`src/rtl/cnn_pkg.sv`:
```
// Shared definitions for the convolution/pooling engine: FSM state encoding,
// default width constants and the unsigned clip (ReLU + saturate) helper.
package cnn_pkg;

    typedef enum logic [1:0] {
        ST_IDLE  = 2'd0,
        ST_RUN   = 2'd1,
        ST_DRAIN = 2'd2
    } state_t;

    localparam int DEF_NUM_KERNELS = 2;
    localparam int DEF_PIX_W       = 8;
    localparam int DEF_W_W         = 8;
    localparam int DEF_SHIFT       = 4;
    localparam int DEF_CNT_W       = 16;

    // Clamp a signed value into 0 .. 2^w-1 (w up to 32).
    function automatic logic [31:0] clip_u(input logic signed [63:0] v,
                                           input int unsigned w);
        logic signed [63:0] lim;
        lim = (64'sd1 <<< w) - 64'sd1;
        if (v < 64'sd0) begin
            return '0;
        end else if (v > lim) begin
            return lim[31:0];
        end
        return v[31:0];
    endfunction

endpackage

```
`src/rtl/conv_mac.sv`:
```
// One 2x2 convolution kernel: registered products (stage 1) followed by the
// sum / arithmetic shift / clip datapath (stage 2, combinational here; the
// parent registers it or folds it into the pooling maximum).
module conv_mac
    import cnn_pkg::*;
#(
    parameter int PIX_W = DEF_PIX_W,
    parameter int W_W   = DEF_W_W,
    parameter int SHIFT = DEF_SHIFT
) (
    input  logic                  clk,
    input  logic                  i_en,
    input  logic [3:0][PIX_W-1:0] i_pix,
    input  logic [4*W_W-1:0]      i_w,
    output logic [PIX_W-1:0]      o_val
);

    localparam int PROD_W = PIX_W + W_W + 1;
    localparam int SUM_W  = PROD_W + 2;

    logic signed [PROD_W-1:0] r_prod_p1 [4];
    logic signed [SUM_W-1:0]  w_sum_p2;
    logic signed [SUM_W-1:0]  w_shr_p2;

    // Stage 1: pixel (zero-extended) times signed weight, held while stalled
    always_ff @(posedge clk) begin
        if (i_en) begin
            for (int i = 0; i < 4; i++) begin
                r_prod_p1[i] <= PROD_W'(signed'({1'b0, i_pix[i]}))
                              * PROD_W'(signed'(i_w[i*W_W +: W_W]));
            end
        end
    end

    // Stage 2: accumulate the four products and scale down
    always_comb begin
        w_sum_p2 = '0;
        for (int i = 0; i < 4; i++) begin
            w_sum_p2 = w_sum_p2 + SUM_W'(r_prod_p1[i]);
        end
        w_shr_p2 = w_sum_p2 >>> SHIFT;
    end

    assign o_val = PIX_W'(clip_u(64'(w_shr_p2), PIX_W));

endmodule

```
`src/rtl/conv_pool_engine.sv`:
```
// Frame-based 2x2 convolution engine with NUM_KERNELS parallel kernels.
// Optional feature: define CONV_POOL_MAXPOOL_EN to emit the per-kernel max of
// each group of 4 consecutive windows (partial last group emitted at frame end).
module conv_pool_engine
    import cnn_pkg::*;
#(
    parameter int NUM_KERNELS = DEF_NUM_KERNELS,
    parameter int PIX_W       = DEF_PIX_W,
    parameter int W_W         = DEF_W_W,
    parameter int SHIFT       = DEF_SHIFT,
    parameter int CNT_W       = DEF_CNT_W,
    localparam int IDX_W      = (NUM_KERNELS > 1) ? $clog2(NUM_KERNELS) : 1
) (
    input  logic                              clk,
    input  logic                              rst,
    input  logic                              kr_we,
    input  logic [IDX_W-1:0]                  kr_idx,
    input  logic [4*W_W-1:0]                  kr_data,
    input  logic                              start,
    input  logic [CNT_W-1:0]                  num_windows,
    input  logic                              in_valid,
    output logic                              in_ready,
    input  logic [3:0][PIX_W-1:0]             pixels,
    output logic                              out_valid,
    input  logic                              out_ready,
    output logic [NUM_KERNELS-1:0][PIX_W-1:0] result,
    output logic                              busy,
    output logic                              done
);

    state_t                              r_state;
    state_t                              w_state_nxt;
    logic [CNT_W-1:0]                    r_num;
    logic [CNT_W-1:0]                    r_cnt;
    logic [CNT_W-1:0]                    w_cnt_nxt;
    logic                                r_zero_done;
    logic [4*W_W-1:0]                    r_kern [NUM_KERNELS];
    logic                                r_vld_p1;
    logic                                r_vld_p2;
    logic [NUM_KERNELS-1:0][PIX_W-1:0]   w_clip;
    logic [NUM_KERNELS-1:0][PIX_W-1:0]   r_res_p2;
    logic                                w_adv;
    logic                                w_acc;
    logic                                w_last;
    logic                                w_fin;

    // The whole pipeline moves together, so a stall can neither drop nor repeat a window.
    assign w_adv     = !r_vld_p2 || out_ready;
    assign in_ready  = (r_state == ST_RUN) && w_adv;
    assign w_acc     = in_valid && in_ready;
    assign w_cnt_nxt = r_cnt + CNT_W'(1);
    assign w_last    = (w_cnt_nxt == r_num);
    // No window is left in stage 1 during DRAIN once the output register holds the final result.
    assign w_fin     = (r_state == ST_DRAIN) && r_vld_p2 && out_ready && !r_vld_p1;

    assign out_valid = r_vld_p2;
    assign result    = r_res_p2;
    assign busy      = (r_state != ST_IDLE);
    assign done      = r_zero_done || w_fin;

    // Next-state decode for the frame controller
    always_comb begin
        w_state_nxt = r_state;
        case (r_state)
            ST_IDLE:  if (start && (num_windows != '0)) w_state_nxt = ST_RUN;
            ST_RUN:   if (w_acc && w_last)              w_state_nxt = ST_DRAIN;
            ST_DRAIN: if (w_fin)                        w_state_nxt = ST_IDLE;
            default:                                    w_state_nxt = ST_IDLE;
        endcase
    end

    // Frame state, window count and the empty-frame done pulse
    always_ff @(posedge clk) begin
        if (!rst) begin
            r_state     <= ST_IDLE;
            r_num       <= '0;
            r_cnt       <= '0;
            r_zero_done <= 1'b0;
        end else begin
            r_state     <= w_state_nxt;
            r_zero_done <= (r_state == ST_IDLE) && start && (num_windows == '0);
            if ((r_state == ST_IDLE) && start) begin
                r_num <= num_windows;
                r_cnt <= '0;
            end else if (w_acc) begin
                r_cnt <= w_cnt_nxt;
            end
        end
    end

    // Kernel weight registers, writable only between frames
    always_ff @(posedge clk) begin
        if (!rst) begin
            for (int k = 0; k < NUM_KERNELS; k++) r_kern[k] <= '0;
        end else if (kr_we && (r_state == ST_IDLE)) begin
            for (int k = 0; k < NUM_KERNELS; k++) begin
                if (kr_idx == IDX_W'(k)) r_kern[k] <= kr_data;
            end
        end
    end

    // Stage 1 boundary: one MAC per kernel
    for (genvar g = 0; g < NUM_KERNELS; g++) begin : g_mac
        conv_mac #(
            .PIX_W (PIX_W),
            .W_W   (W_W),
            .SHIFT (SHIFT)
        ) u_mac (
            .clk   (clk),
            .i_en  (w_adv),
            .i_pix (pixels),
            .i_w   (r_kern[g]),
            .o_val (w_clip[g])
        );
    end

`ifdef CONV_POOL_MAXPOOL_EN
    logic                              r_last_p1;
    logic [1:0]                        r_pool_cnt;
    logic [NUM_KERNELS-1:0][PIX_W-1:0] r_pool_max;
    logic [NUM_KERNELS-1:0][PIX_W-1:0] w_pool_m;
    logic                              w_emit;

    // Stage 1 valid plus the frame-end marker that flushes a partial group
    always_ff @(posedge clk) begin
        if (!rst) begin
            r_vld_p1  <= 1'b0;
            r_last_p1 <= 1'b0;
        end else if (w_adv) begin
            r_vld_p1  <= w_acc;
            r_last_p1 <= w_acc && w_last;
        end
    end

    // Running maximum including the window now leaving stage 1
    always_comb begin
        w_pool_m = '0;
        for (int k = 0; k < NUM_KERNELS; k++) begin
            w_pool_m[k] = ((r_pool_cnt == 2'd0) || (w_clip[k] > r_pool_max[k]))
                        ? w_clip[k] : r_pool_max[k];
        end
        w_emit = r_vld_p1 && ((r_pool_cnt == 2'd3) || r_last_p1);
    end

    // Stage 2 boundary: pool accumulators and output register
    always_ff @(posedge clk) begin
        if (!rst) begin
            r_vld_p2   <= 1'b0;
            r_res_p2   <= '0;
            r_pool_cnt <= '0;
            r_pool_max <= '0;
        end else if (w_adv) begin
            r_vld_p2 <= w_emit;
            if (w_emit) r_res_p2 <= w_pool_m;
            if (r_vld_p1) begin
                if (w_emit) begin
                    r_pool_cnt <= '0;
                end else begin
                    r_pool_cnt <= r_pool_cnt + 2'd1;
                    r_pool_max <= w_pool_m;
                end
            end
        end
    end
`else
    // Stage 1 valid
    always_ff @(posedge clk) begin
        if (!rst) begin
            r_vld_p1 <= 1'b0;
        end else if (w_adv) begin
            r_vld_p1 <= w_acc;
        end
    end

    // Stage 2 boundary: output register, one result per window
    always_ff @(posedge clk) begin
        if (!rst) begin
            r_vld_p2 <= 1'b0;
            r_res_p2 <= '0;
        end else if (w_adv) begin
            r_vld_p2 <= r_vld_p1;
            if (r_vld_p1) r_res_p2 <= w_clip;
        end
    end
`endif

endmodule
```
`config.mk`:
```
export PLATFORM = sky130hd
export DESIGN_NAME = conv_pool_engine
export DESIGN_NICKNAME = d
export VERILOG_FILES = /design/src/rtl/cnn_pkg.sv /design/src/rtl/conv_mac.sv /design/src/rtl/conv_pool_engine.sv
export SDC_FILE = /design/constraint.sdc
export NUM_CORES = 2
export LEC_CHECK = 0
export BUFFER_PORTS_ARGS = -buffer_cell sky130_fd_sc_hd__clkbuf_2
export CAP_MARGIN = 40
export CORE_MARGIN = 2
export CORE_UTILIZATION = 45
export DETAILED_ROUTE_END_ITERATION = 8
export HOLD_SLACK_MARGIN = 0.15
export PLACE_DENSITY = 0.7
export SLEW_MARGIN = 20
export SYNTH_ARGS = -nofsm -noshare
export SYNTH_HDL_FRONTEND = slang
export SYNTH_SLANG_ARGS = --single-unit
```
`constraint.sdc`:
```
create_clock -name clk -period 6.6 [get_ports clk]
set_clock_uncertainty 0.1 [all_clocks]
set_input_delay 0.66 -clock clk [delete_from_list [all_inputs] [get_ports clk]]
set_output_delay 0.66 -clock clk [all_outputs]
set_load 0.05 [all_outputs]
```
==> reports/metrics.yaml <==
status: "finished clean"
first_pass_iters: 6
ctsHoldBuffers: 0
arrival_ps: 5210
core-area_mm2: 0.0645
numCtsBuffers: 31
die_x_um: 259
clkTransAtPathRegs_ps: 60
n_fill_cell: 5970
fin_cells: 3978
critPathTopFamily: "adder cells"
dieArea_mm2: 0.0672
drtIter0Drc: 1193
tightestPinTransition_ps: 731
grt_pass1_vias: 20600
synth_async_sr_flop_share_pct: 0
synth_area_leaders: "fa_1 (25%), edfxtp_1 (20%), ha_1 (16%), inv_1 (8.2%), and2_1 (6.9%)"
cp_num_buf_inv: 2
clock_latency_ps: 600
start_util_pct: 45.5
cpMostUsedCell: "fa_1"
synth_nets: 3822
yosysTopAreaCell: "fa_1"
worstPathRequired_ps: 6840
cap_violations: 0
synthSimpleGateAreaFrac_pct: 15.8
antenna_left: 0
finalCritPeriodShare_pct: 75.2
post_cts_buffers: 0
ys_seq_elements: 253
slew_headroom_pct: 50.9
finalCriticalPeriod_ps: 4970
syn_avg_cell_area_um2: 9.80
cts_tree: "built"
yosysWarnings: 0
cts_resized: 0
drt-total-wl_um: 63200
vias: 20000
synth_adder_area_share_pct: 40.9
final_nets: 3924
p_leak_nw: 15.8
yosysSeqAreaShare_pct: 24.1
io_pins: 107
root_buffer: "clkbuf_16"
rows: 93
synth_edf_count: 200
clock.fmax_mhz: 201
crit_slowest_cell: "edfxtp_1"
grt_pass1_wl_um: 105000
clkSinkCount: 253
die_h_um: 259
tns_ps: 0
postLayoutCellArea_mm2: 0.0320
routedWlPerCell_um: 15.9
slew_violations: 0
crit_chain: "and2_1 -> fa_1 -> inv_1 -> fa_1 -> fa_1 -> fa_1 -> inv_1 -> ha_1 -> nor2b_1 -> o21ai_0 -> a21boi_0 -> o21ai_0 -> a22oi_1 -> a41o_1 -> o41a_1 -> xnor2_1"
synth_top_family_by_area: "adder cells"
cts_buffer_depth: 3
cp-end-kind: "flip-flop"
synth_top_area_share_pct: 24.8
post-route-drc-count: 0
vias_per_cell: 5.04
synth_compound_area_share_pct: 6.02
layout.area.seq_mm2: 0.00707
grt_overflow: 0
h-tree-depth: 1
grt_max_degree: 68
hold_ws_ps: 209
rsz0062_at_grt: "false"
power_density_mw_per_mm2: 394
synth_cell_types: 64
grt_usage_pct: 19.5
place_inst: 3915
hpwl_um: 51000
max_stage_delay_ps: 530
netlist_instances: 2994
ir_drop_uv: 461
place_area_mm2: 0.0309
synthToLayoutAreaGrowth_pct: 9.07
port_buffers: 106
crit_fanout: 8
drive_gt1_share_pct: 6.06
gp_congestion: 0.859
synth.area.mux_share_pct: 0.175
synth_area_mm2: 0.0293
synth_xor_area_share_pct: 4.15
hold_viol: 0
antenna_found_initial: 4
ys.flop_type: "edfxtp_1"
multi_input_area_mm2: 0.0197
start_kind: "flip-flop"
critPathKind: "flip-flop to flip-flop"
min_path_type: "primary input to flip-flop"
setup_violations: 0
==> sequential cells by signal, summed over array words and instances (netlist names) <==
| signal | count |
|---|---|
| g_mac.u_mac.r_prod_p1 | 136 |
| out_valid | 1 |
| r_cnt | 16 |
| r_kern | 64 |
| r_num | 16 |
| r_state | 2 |
| r_vld_p1 | 1 |
| r_zero_done | 1 |
| result | 16 |
==> cell type report <==
class	count	area share, %
multi-input cells	2053	61.6
flip-flops and latches	253	22.1
inverters	642	7.55
well taps	855	3.34
clock buffers	36	2.55
repair buffers	115	2.09
clock inverters	21	0.774
diodes	3	0.0235
==> cells by family (layout without fill, tap and decap cells) <==
kind of cell / after synthesis / count (layout)
fa+ha+maj: 741 / 741
simple gates: 897 / 897
flops: 253 / 253
xor+xnor: 139 / 139
compound gates: 271 / 271
mux: 5 / 5
buf+inv: 688 / 814
other cells: 0 / 3
==> tightest hold or removal path, delay by kind of cell <==
family	cells	cell delay (ps)
AO/OA/AOI/OAI	1	50
buffers and inverters	1	90
AND/OR/NAND/NOR	1	50
==> metrics by stage <==
stage | power (mW) | util [%] | worst slack [ps]
finish | 12.6 | 49.6 | 1630
global route | 13.9 | 49.6 | 1360
global placement | 10.7 | 47.8 | 1330
CTS | 12.7 | 49.5 | 1590
floorplan | 8.84 | - | 624
detailed placement | 10.8 | 47.9 | 1300
==> where the power goes <==
group          leakage [nW]  total, mW  internal (mW)  switching [mW]
Combinational          12.7       8.34           3.53            4.82
Sequential             2.60       2.49           2.26           0.237
Clock                 0.524       1.78           1.08           0.709
Total                  15.8       12.6           6.86            5.76
==> per-layer routing <==
metal / GRT usage (%) / part of all wire [%] / wire length [um] / up-vias
met1: 26.9 / 46 / 28800 / 9822
met4: 6.31 / 3.5 / 2200 / 2
met5: 0 / 0.016 / 10 / -
met2: 31.6 / 46 / 28800 / 453
met3: 2.94 / 5.3 / 3360 / 91
li1: - / - / - / 9664
==> cell usage in the layout, fill, tap and decap left out, types with 6 or more instances in the layout <==
cell       instances
inv_1            641
ha_1             377
fa_1             364
and2_1           322
nand2_1          265
edfxtp_1         200
nor2_1           118
xnor2_1          106
clkbuf_2         106
a21oi_1           85
o21ai_0           59
nand2b_1          56
dfxtp_1           53
xor2_1            33
clkbuf_16         31
nor3_1            27
nor2b_1           24
a21o_1            24
nand3_1           22
a41oi_1           17
or3_1             16
a21boi_0          14
or2_2             10
and3_1             9
o211a_1            8
a31oi_1            7
clkinv_2           7
a41o_1             6
==> path summary, 6_finish.rpt <==
check,start,cells past startpoint,end,slack [ps]
max reg2reg,r_kern[0][58],16,g_mac[1].u_mac.r_prod_p1[3][16],1630
max,r_kern[0][58],16,g_mac[1].u_mac.r_prod_p1[3][16],1630
min,num_windows[12],3,r_num[12],210
min reg2reg,r_num[4],2,r_num[4],370
==> synth_stat cells (8+ instances only) <==
master / number
clkbuf_1: 45
or2_2: 10
or3_1: 16
edfxtp_1: 200
xor2_1: 33
o21ai_0: 60
a21oi_1: 85
a41oi_1: 17
fa_1: 364
inv_1: 642
xnor2_1: 106
ha_1: 377
and3_1: 9
and2_1: 322
a21boi_0: 14
nor2b_1: 24
a21o_1: 24
nor2_1: 119
dfxtp_1: 53
o211a_1: 8
nand2b_1: 56
nand3_1: 22
nand2_1: 266
nor3_1: 27
Note: power is estimated with default switching activity, not from simulation.
